--- config.mk ---
export PLATFORM = sky130hd
export DESIGN_NAME = cmult_arbiter
export DESIGN_NICKNAME = d
export VERILOG_FILES = /design/src/rtl/cmult_arbiter.sv
export SDC_FILE = /design/constraint.sdc
export NUM_CORES = 1
export LEC_CHECK = 0
export BUFFER_PORTS_ARGS = -buffer_cell sky130_fd_sc_hd__buf_2
export CAP_MARGIN = 20
export CORE_AREA = 2 2 117 119
export CTS_BUF_LIST = sky130_fd_sc_hd__clkbuf_4 sky130_fd_sc_hd__clkbuf_8 sky130_fd_sc_hd__clkbuf_16
export CTS_CLUSTER_SIZE = 10
export DETAILED_ROUTE_END_ITERATION = 10
export DIE_AREA = 0 0 119 121
export PLACE_DENSITY = 0.44
export SLEW_MARGIN = 40
export SYNTH_ARGS = -nofsm -noshare
export SYNTH_HDL_FRONTEND = slang
export SYNTH_SLANG_ARGS = --single-unit
--- constraint.sdc ---
create_clock -name sys_clk -period 1.4 [get_ports sys_clk]
set_input_delay 0.21 -clock sys_clk [delete_from_list [all_inputs] [get_ports sys_clk]]
set_output_delay 0.21 -clock sys_clk [all_outputs]
set_load 0.02 [all_outputs]
--- src/rtl/cmult_arbiter.sv ---
// Two-requester round-robin front end for a pipelined complex multiplier, with a tag
// pipeline matching the multiplier latency. Optional grant statistics: CMULT_ARB_STAT_EN.
module cmult_arbiter #(
  parameter int DATA_RES = 16,
  parameter int PIPE_LAT = 2
) (
  input  logic                sys_clk,
  input  logic                sys_nrst,
  input  logic                sys_en,
  input  logic                req0_valid,
  input  logic                req1_valid,
  output logic                req0_ready,
  output logic                req1_ready,
  input  logic [DATA_RES-1:0] req0_din_r,
  input  logic [DATA_RES-1:0] req0_din_i,
  input  logic [DATA_RES-1:0] req1_din_r,
  input  logic [DATA_RES-1:0] req1_din_i,
  input  logic [DATA_RES:0]   req0_tw_r,
  input  logic [DATA_RES:0]   req0_tw_i,
  input  logic [DATA_RES:0]   req1_tw_r,
  input  logic [DATA_RES:0]   req1_tw_i,
  output logic [DATA_RES-1:0] mult_din_r,
  output logic [DATA_RES-1:0] mult_din_i,
  output logic [DATA_RES:0]   mult_tw_r,
  output logic [DATA_RES:0]   mult_tw_i,
  input  logic [DATA_RES-1:0] mult_dout_r,
  input  logic [DATA_RES-1:0] mult_dout_i,
  output logic                rsp_valid,
  output logic                rsp_id,
  output logic [DATA_RES-1:0] rsp_dout_r,
  output logic [DATA_RES-1:0] rsp_dout_i,
  output logic [15:0]         grant_cnt0,
  output logic [15:0]         grant_cnt1
);

  logic last_gnt;
  logic grant_any;
  logic grant_id;

  // Grant is gated by reset so ready never asserts in a reset cycle.
  always_comb begin
    grant_any = 1'b0;
    grant_id  = 1'b0;
    if (sys_nrst && sys_en) begin
      if (req0_valid && req1_valid) begin
        grant_any = 1'b1;
        grant_id  = ~last_gnt;
      end else if (req0_valid) begin
        grant_any = 1'b1;
        grant_id  = 1'b0;
      end else if (req1_valid) begin
        grant_any = 1'b1;
        grant_id  = 1'b1;
      end
    end
  end

  assign req0_ready = grant_any & ~grant_id;
  assign req1_ready = grant_any & grant_id;

  always_comb begin
    mult_din_r = req0_din_r;
    mult_din_i = req0_din_i;
    mult_tw_r  = req0_tw_r;
    mult_tw_i  = req0_tw_i;
    if (grant_any && grant_id) begin
      mult_din_r = req1_din_r;
      mult_din_i = req1_din_i;
      mult_tw_r  = req1_tw_r;
      mult_tw_i  = req1_tw_i;
    end
  end

  always_ff @(posedge sys_clk) begin
    if (!sys_nrst) begin
      last_gnt <= 1'b1;
    end else if (grant_any) begin
      last_gnt <= grant_id;
    end
  end

  generate
    if (PIPE_LAT == 0) begin : g_tag_comb
      assign rsp_valid = grant_any;
      assign rsp_id    = grant_id;
    end else begin : g_tag_pipe
      logic [PIPE_LAT-1:0] tag_v;
      logic [PIPE_LAT-1:0] tag_id;

      always_ff @(posedge sys_clk) begin
        if (!sys_nrst) begin
          tag_v  <= '0;
          tag_id <= '0;
        end else if (sys_en) begin
          tag_v[0]  <= grant_any;
          tag_id[0] <= grant_id;
          for (int i = 1; i < PIPE_LAT; i++) begin
            tag_v[i]  <= tag_v[i-1];
            tag_id[i] <= tag_id[i-1];
          end
        end
      end

      // Masked during reset: the last stage still shows pre-reset contents until the edge.
      assign rsp_valid = tag_v[PIPE_LAT-1] & sys_nrst;
      assign rsp_id    = tag_id[PIPE_LAT-1];
    end
  endgenerate

  assign rsp_dout_r = mult_dout_r;
  assign rsp_dout_i = mult_dout_i;

`ifdef CMULT_ARB_STAT_EN
  logic [15:0] cnt0_q;
  logic [15:0] cnt1_q;

  always_ff @(posedge sys_clk) begin
    if (!sys_nrst) begin
      cnt0_q <= '0;
      cnt1_q <= '0;
    end else begin
      if (req0_ready && cnt0_q != 16'hFFFF) cnt0_q <= cnt0_q + 16'd1;
      if (req1_ready && cnt1_q != 16'hFFFF) cnt1_q <= cnt1_q + 16'd1;
    end
  end

  assign grant_cnt0 = cnt0_q;
  assign grant_cnt1 = cnt1_q;
`else
  assign grant_cnt0 = 16'h0000;
  assign grant_cnt1 = 16'h0000;
`endif

endmodule

# Word-level counts from Yosys, hierarchy flattened
# Index checks and enable logic that the tools add are counted.
# totals
reg_bits	5
inputBits	169
out_inout_bits	134
wordCells	22
# classes
n_mux	11
bitwise_logic	5
reduce_logical	3
# ops
operator	count
$mux W17	2
$mux W16	2
$mux W1	7
$and A1 B1 Y1	3
$logic_and A1 B1 Y1	3
$not A1 Y1	2

# Depth between registers and ports, before layout
# logic_depth
depth_word	6
mapped_depth	5
depth_no_buf	3

# Worst setup path before layout
# Ideal clock, no wire load.
# synth_timing
path_kind	register to output
startpoint	reg last_gnt
endpoint	out mult_din_r[10]
arrival_time_ns	1.235
t_required_ns	1.190
slack_ns	-0.045
stages_incl_launch_ff	6
n_path_buf	2
cell_sequence	dfxtp_1 -> nand2_1 -> nand4_2 -> buf_4 -> buf_6 -> mux2_1
# synth_via
elab_chain_len	5
# synth_rtl
item	line	rtl
start: declaration	36	logic last_gnt;
start signal: assignment	78	last_gnt <= grant_id;
$not A1 Y1	47	grant_id = ~last_gnt;
$mux W1	45	if (req0_valid && req1_valid) begin
$mux W1	44	if (sys_nrst && sys_en) begin
$logic_and A1 B1 Y1	66	if (grant_any && grant_id) begin
$mux W16	66	
end: declaration	22	output logic [DATA_RES-1:0] mult_din_r,
# Every way passes these cells.

# Worst setup path after layout
# layout_timing
startpoint	reg last_gnt
endpoint	out mult_din_r[4]
# Same word-level chain as after synthesis.

==> reports/qor.yml <==
cts_sinks: 5
grt_pass1_vias: 1601
cts_root_buffer: "clkbuf_16"
avgSynthCellArea_um2: 9.411
ys_top_cells_by_area: "mux2_2 35%, buf_4 32%, mux2_4 9.8%"
grt_max_degree: 24
yosysTopAreaCellShare_pct: 35.24
p_leak_nw: 1.486
multi_input_area_mm2: 0.001018
drt_iter0_drc: 11
clk_latency_ns: 0.23
core.rowCount: 42
layout-drive-gt1-share_pct: 84.41
syn-instance-count: 163
synth_area_leader_cell: "mux2_2"
start_kind: "flop"
clkTransAtPathRegs_ns: 0.03
slowest_delay_ns: 0.31
yosys_warnings: 0
drc: 0
htree_num_levels: 1
fin_worst_skew_ns: 0.002442
seq_area_um2: 101.3
grt-ovfl-total: 0
first_pass_iters: 2
min_to: "last_gnt"
layout.nets: 510
maxCapViolations: 0
fmax_ghz: 0.5827
synth_edf_count: 0
yosysMostFrequentCell: "buf_4"
io_pins: 303
num_vias: 1725
ys_types: 20
initial_core_util_pct: 11.72
netlist_area_mm2: 0.001534
place_hpwl_mm: 5.210
setup_viol_count_final: 67
totalNegativeSetupSlack_ns: -19.52
worst_slack_ns: -0.3161
cp-startpoint: "last_gnt"
antenna_found_initial: 1
stdcell_area_mm2: 0.002649
violations: "negative setup slack"
ant_nets: 0
fin_crit_ns: 1.716
worstSetupEndpointType: "output pin"
cts_buffers: 3
synth_async_sr_flop_share_pct: 0
chipWidth_um: 119
crit_required_ns: 1.19
crit_slowest_cell: "dfxtp_2"
worstPathMaxFanout: 23
path_cells: "nand2_2 -> nand4_4 -> buf_16 -> mux2_4 -> buf_2"
grt_pass1_wl_mm: 7.893
post-place-ws_ns: -0.1562
routabilityCongestion: 0.7041
hp-class: "input port to flop"
dieArea_mm2: 0.01440
synth_common_cells: "65 x buf_4, 48 x mux2_2, 10 x mux2_4"
cp.arrival_ns: 1.51
wl_mm: 5.895
die_y_um: 121
areaGrowthSynthToFinish_pct: 72.68
final_core_util_pct: 20.24
cellPowerDensity_mw_per_mm2: 559.7
coreArea_mm2: 0.01309
holdCritStartpoint: "sys_nrst"
peakVddDrop_mv: 0.2637
dominantRegCellSynth: "dfxtp_1"
path_class: "flop to output pin"
hold_viol_final: 0
ff2ff_setup_slack_ns: 0.48
viasPerCell: 3.343
worstRegToRegCells: 4
cts_tree: "yes"
hold_depth: 3
grt_util_all_layers_pct: 7.090
rsz0062_at_grt: "yes"
clk_path_buf_depth: 2
regToRegEndpoint: "g_tag_pipe.tag_id[0]"
cts_setup_buffers: 0
rr_startpoint: "last_gnt"
ys_seq_area_share_pct: 6.525
synth-seq-cells: 5
fillers: 1446
routedWlPerCell_um: 11.42
finalMaxSlewViolations: 0
period_share_pct: 122.6
postPlaceCellArea_mm2: 0.002452
antenna_cells: 0
io_buffer_count: 206
status: "complete, but fails checks"
==> cell usage in the layout (no fill, tap or decap) <==
cell | Yosys | final
dfxtp_1 | 5 | 4
dfxtp_2 | 0 | 1
buf_16 | 0 | 1
mux2_4 | 10 | 10
nor2b_1 | 2 | 2
buf_12 | 0 | 2
o21ai_0 | 2 | 2
clkbuf_16 | 0 | 3
nor2_1 | 1 | 1
buf_4 | 65 | 13
inv_1 | 2 | 2
clkbuf_4 | 0 | 1
mux2_2 | 48 | 56
a21oi_1 | 3 | 3
nand2_1 | 2 | 1
and2_1 | 1 | 1
conb_1 | 1 | 32
nand3b_1 | 1 | 1
nand2_2 | 0 | 1
mux2i_1 | 2 | 2
buf_6 | 2 | 10
and3_1 | 1 | 1
nand3_1 | 1 | 1
buf_2 | 5 | 188
nand4_4 | 0 | 1
==> sequential cells by signal, indices dropped and copies added, names as in the netlist <==
signal / cells
g_tag_pipe.tag_id: 2
g_tag_pipe.tag_v: 2
last_gnt: 1
==> metrics by stage <==
stage / hold slack (ns) / instances / power [W]
finish: 0.3471 / 516 / 0.001482
global route: 0.3699 / 516 / 0.001560
CTS: 0.3559 / 516 / 0.001489
detailed placement: 0.4201 / 511 / 0.0009587
global placement: 0.4201 / 511 / 0.0009512
floorplan: 0.2862 / 194 / 0.0008146
==> kinds of logic (layout without fill, tap and decap cells) <==
logic type | Yosys count | in the layout | share of synthesized area (%)
and+or+nand+nor | 10 | 10 | 3.997
DFF | 5 | 5 | 6.526
other | 1 | 32 | 0.2445
muxes | 68 | 68 | 52.20
buffers and inverters | 74 | 220 | 35.40
AOI/OAI and AO/OA | 5 | 5 | 1.631
==> per-layer routing <==
metal  wire [um]  up-vias  global-route usage [%]
met5           0        -                       0
met4          48        0                   1.116
met3         624        6                   1.128
met2        3258      169                   14.91
met1        1964      733                   7.342
li1            -      817                       -
==> report_power, final <==
| part | switching [W] | leakage, nW | internal [W] |
|---|---|---|---|
| registers | 0.00000387 | 0.0408 | 0.000152 |
| logic | 0.000435 | 1.40 | 0.000403 |
| clock network | 0.0000924 | 0.0416 | 0.000397 |
| total | 0.000531 | 1.49 | 0.000951 |
==> area by class of cell <==
type                       instances  area share (%)
clock buffer                       4           3.118
inverter                           2          0.2834
multi-input combinational        115           38.45
sequential                         5           3.826
tap                              176           8.314
timing repair buffer             214           46.01
==> worst max-delay path: cells and delay by family (launching register included) <==
family / cells / cell delay [ns]
buffers and inverters: 2 / 0.40
flip-flops: 1 / 0.31
multiplexers: 1 / 0.30
AND/OR/NAND/NOR: 2 / 0.27
==> worst max path at each step <==
stage	end
after global placement	mult_tw_r[14]
final	mult_din_r[4]
after global routing	mult_tw_r[13]
after CTS	mult_din_r[4]
after detailed placement	mult_tw_i[3]
after floorplan	mult_din_r[10]
==> what timing repair did <==
| item | 4_1_cts | 5_1_grt |
|---|---|---|
| pin swaps | 0 | 0 |
| resized for setup | 21 | 10 |
| hold buffers | 0 | 0 |
| gates cloned | 1 | 0 |
| setup endpoints to repair | 66 | 67 |
Power figures use the tool's default switching activity.
